===== config.mk =====
export PLATFORM = sky130hd
export DESIGN_NAME = usb_crc_serial
export DESIGN_NICKNAME = d
export VERILOG_FILES = /design/src/rtl/usb_crc_serial.sv
export SDC_FILE = /design/constraint.sdc
export NUM_CORES = 1
export LEC_CHECK = 0
export CAP_MARGIN = 20
export CORE_AREA = 2 2 39 41
export DETAILED_ROUTE_END_ITERATION = 10
export DIE_AREA = 0 0 41 43
export PLACE_DENSITY = 0.37
export SYNTH_ARGS = -nofsm -noshare
export SYNTH_HDL_FRONTEND = slang
export SYNTH_SLANG_ARGS = --single-unit

===== constraint.sdc =====
create_clock -name clk -period 1.8 [get_ports clk]
set_input_delay 0.27 -clock clk [delete_from_list [all_inputs] [get_ports clk]]
set_output_delay 0.27 -clock clk [all_outputs]
set_load 0.03 [all_outputs]

===== src/rtl/usb_crc_serial.sv =====
// Bit-serial CRC LFSR, MSB = highest-order coefficient, with residue compare.
module usb_crc_serial #(
    parameter int            W       = 5,
    parameter logic [W-1:0]  POLY    = '0,
    parameter logic [W-1:0]  SEED    = '1,
    parameter logic [W-1:0]  RESIDUE = '0
) (
    input  logic         clk,
    input  logic         rst_b,
    input  logic         en_i,
    input  logic         clr_i,
    input  logic         din_i,
    output logic [W-1:0] crc_o,
    output logic         residue_ok_o
);

    logic [W-1:0] crc_q, crc_d;
    logic         fb;

    assign fb = din_i ^ crc_q[W-1];

    always_comb begin
        crc_d = crc_q;
        if (clr_i)
            crc_d = SEED;
        else if (en_i)
            crc_d = {crc_q[W-2:0], 1'b0} ^ (fb ? POLY : '0);
    end

    always_ff @(posedge clk or negedge rst_b) begin
        if (!rst_b) crc_q <= SEED;
        else        crc_q <= crc_d;
    end

    assign crc_o        = crc_q;
    assign residue_ok_o = (crc_q == RESIDUE);

endmodule


==> results <==
- The cell family contributing the most delay on the critical path is buffers and inverters.
- For this run, the top clock speed supported by timing is 0.5736 GHz.
- The number of hold buffers added after CTS is 0.
- The cell count after synthesis is 17.
- After synthesis the cells add up to 216.5 sq um.
- In the layout the commonest cells are clkdlybuf4s50_1 (8), dfstp_2 (5), a211o_1 (3), clkbuf_4 (3), and2_1 (2).
- The number of distinct standard cells referenced by the synthesized netlist is 10.
- In this run the worst hold path is classified as in2async.
- The largest clock skew in the final design is 4.420 ps.
- Dividing the detail-routed via count by the number of cells gives 3.957.
- On the critical path, the stage with the largest delay is an instance of clkdlybuf4s50_1.
- The die covers 0.001763 sq mm.
- The time the worst path needs with I/O delays and setup is 1743 ps.
- Setup violations remaining at the end of the flow were counted as 0.
- After layout, the worst setup slack is 56.51 ps.
- For this block, the initial DRC count from the detailed router was 1.
- In this run the vertical extent of the chip is 43 microns.
- The combinational family with the most area after synthesis is compound AO/OA/AOI/OAI gates.
- The number of hold violations in the final report is 0.
- The register area share after synthesis is 60.69%.
- For the worst-skew pair, the clock arrives at the later sink with an insertion delay of 240 ps.
- The deepest clock path buffer count is 2.
- After Yosys synthesis, and, or, nand and nor cells account for 17.34% of the synthesized area.
- Timing analysis after detailed placement gives a worst setup slack of 307.6 ps.
- Together, buffers and inverters on the worst path number 1.
- The worst voltage drop across the vdd grid is 0.0002647 V.
- STA puts the critical path data arrival time at 1470 ps.
- STA puts the critical path data required time at 1530 ps.
- The number of flip-flops under the largest register name is 5.
- The total of max-cap violations is 0.
- The final worst-path cycle share is 96.86%.
- In this run the power density over the cells is 909.6 mW/mm^2.
- Setup repair after global routing left no endpoint under its margin.
- Adding up every negative setup slack in the final design gives 0 ps.
- The total wirelength of the detailed-routed design is 526 microns.
- The clock transition at the register clock pins on the worst setup and hold paths after CTS is 50 ps.
- The xor-xnor portion of the synthesized cell area is 0%.
- After clock tree synthesis, the repair step resized 0 gates.
- The number of buffers added by the clock tree synthesis step is 3.
- The run finished with clean final reports.
- The count of vias placed by the detailed router is 182.
- The effective utilization at floorplan is 15.64%.
- In the routed design, unresolved DRC markers number 0.
- The nature of the critical path startpoint is a flop.
- The slew at the pin with the worst max-slew slack is 305.7 ps.
- The leakage component of the power is 0.1410 nW.
- After the last flow step, the layout net total stands at 36.
- CTS built an H-tree with a depth of 1.
- The count of buffers inserted at the top-level ports is 9.
- After detailed routing, the average wire length per cell comes to 11.43 microns.
- The buffer type at the clock tree root is clkbuf_4.
- The antenna violation net count after detailed routing is 0.
- The layout overhead on the synthesized area is 61.85%.
- Along the worst path, the maximum fanout reaches 4.
- The number of iterations in the first detailed-routing pass is 2.
- The final weighted congestion of routability-driven global placement is 0.6491.
- The post-CTS setup-driven buffer insertion count is 0.
- The worst pin sits at a relative slew slack of 79.56%.
- The count of state elements after synthesis is 5.
- From left edge to right edge, the die measures 41 microns.
- The mean instance size in the synthesized netlist is 12.73 sq um.
- TritonCTS built the clock tree.
- The worst setup path is captured at an output pin.
- The number of nets handed over by synthesis was 22.
- The largest net degree at the start of global routing is 7.
- The synthesized-area fraction occupied by ao, oa, aoi and oai cells is 20.23%.
- The signal on the critical path passes through clkdlybuf4s50_1.
- On the worst path, the slowest cell contributes a delay of 670 ps.
- The via count of the first global-routing pass is 181.
- In the final layout, the share of cells above drive strength 1 is 36.67%.
- The final max-slew violation count is 0.
- The core region is 0.001384 sq mm.
- The first global-routing pass estimated 800 microns of wire.
- The total global routing track utilization is 7.677%.
- The clock drives 5 sinks.
- The row count is 14.
- The total of warnings raised by yosys is 0.
- The adder and majority gate portion of the synthesized area is 0%.
- Measured against the total synthesized area, the mux share comes to 0%.
- The initial antenna violation count is 0.
- Once layout is complete, the utilization of the core stands at 25.32%.
- The final global-route overflow total is 0.
- The worst setup path is of the reg2out kind.
- The repair_antennas step left the layout with diodes totalling 0.
- The most common cell after layout, fill and taps aside is clkdlybuf4s50_1.
- The number of placed I/O pins is 11.
==> final cells by class <==
type	count	area, sq um
well taps	16	20.02
inverters	1	3.754
flip-flops and latches	5	131.4
repair buffers	9	87.58
fillers	158	1033
clock buffers	4	26.28
multi-input cells	11	81.33
==> power by group <==
group          switching (mW)  internal [mW]
Combinational          0.0273         0.0263
Sequential            0.00713          0.126
Clock                  0.0482         0.0839
==> path summary, 6_finish.rpt <==
kind / startpoint / end / slack [ps] / depth (start not counted)
worst max-delay path: crc_o[0] / crc_o[0] / 60 / 1
max in group asynchronous: rst_b / crc_o[3] / 1280 / 1
min in group clk: crc_o[0] / crc_o[0] / 560 / 1
worst max register to register: crc_o[2] / crc_o[3] / 920 / 2
worst min register to register: crc_o[0] / crc_o[0] / 560 / 1
worst min-delay path: rst_b / crc_o[2] / 490 / 1
==> through the flow <==
stage	cells	power, mW	cell area, sq um	hold slack, ps
5_1_grt	46	0.3390	350.3	486.1
3_5_place_dp	42	0.1886	324.1	554.5
2_1_floorplan	17	0.1602	216.5	122.2
6_report	46	0.3187	350.3	487.6
3_3_place_gp	42	0.1885	324.1	553.4
4_1_cts	46	0.3282	350.3	486.3
==> logic make-up after synthesis <==
group	Yosys count
compound gates	5
flops	5
simple gates	6
buf+inv	1
==> Yosys cell counts (all sizes together) <==
cell | instances | share of area (%)
nor2 | 1 | 1.7
or4 | 1 | 3.5
dfstp | 5 | 61
and2 | 3 | 9.2
nor2b | 1 | 2.9
inv | 1 | 1.7
a211o | 4 | 17
a21o | 1 | 3.5
==> per-layer routing <==
| metal | vias up | track usage (%) | routed length, microns |
|---|---|---|---|
| met2 | 6 | 9.375 | 257 |
| li1 | 88 | - | - |
| met1 | 86 | 8.197 | 220 |
| met3 | 2 | 3.141 | 36 |
| met5 | - | 0 | 0 |
| met4 | 0 | 10.00 | 12 |
No activity file was read; power rests on OpenSTA's default activity.
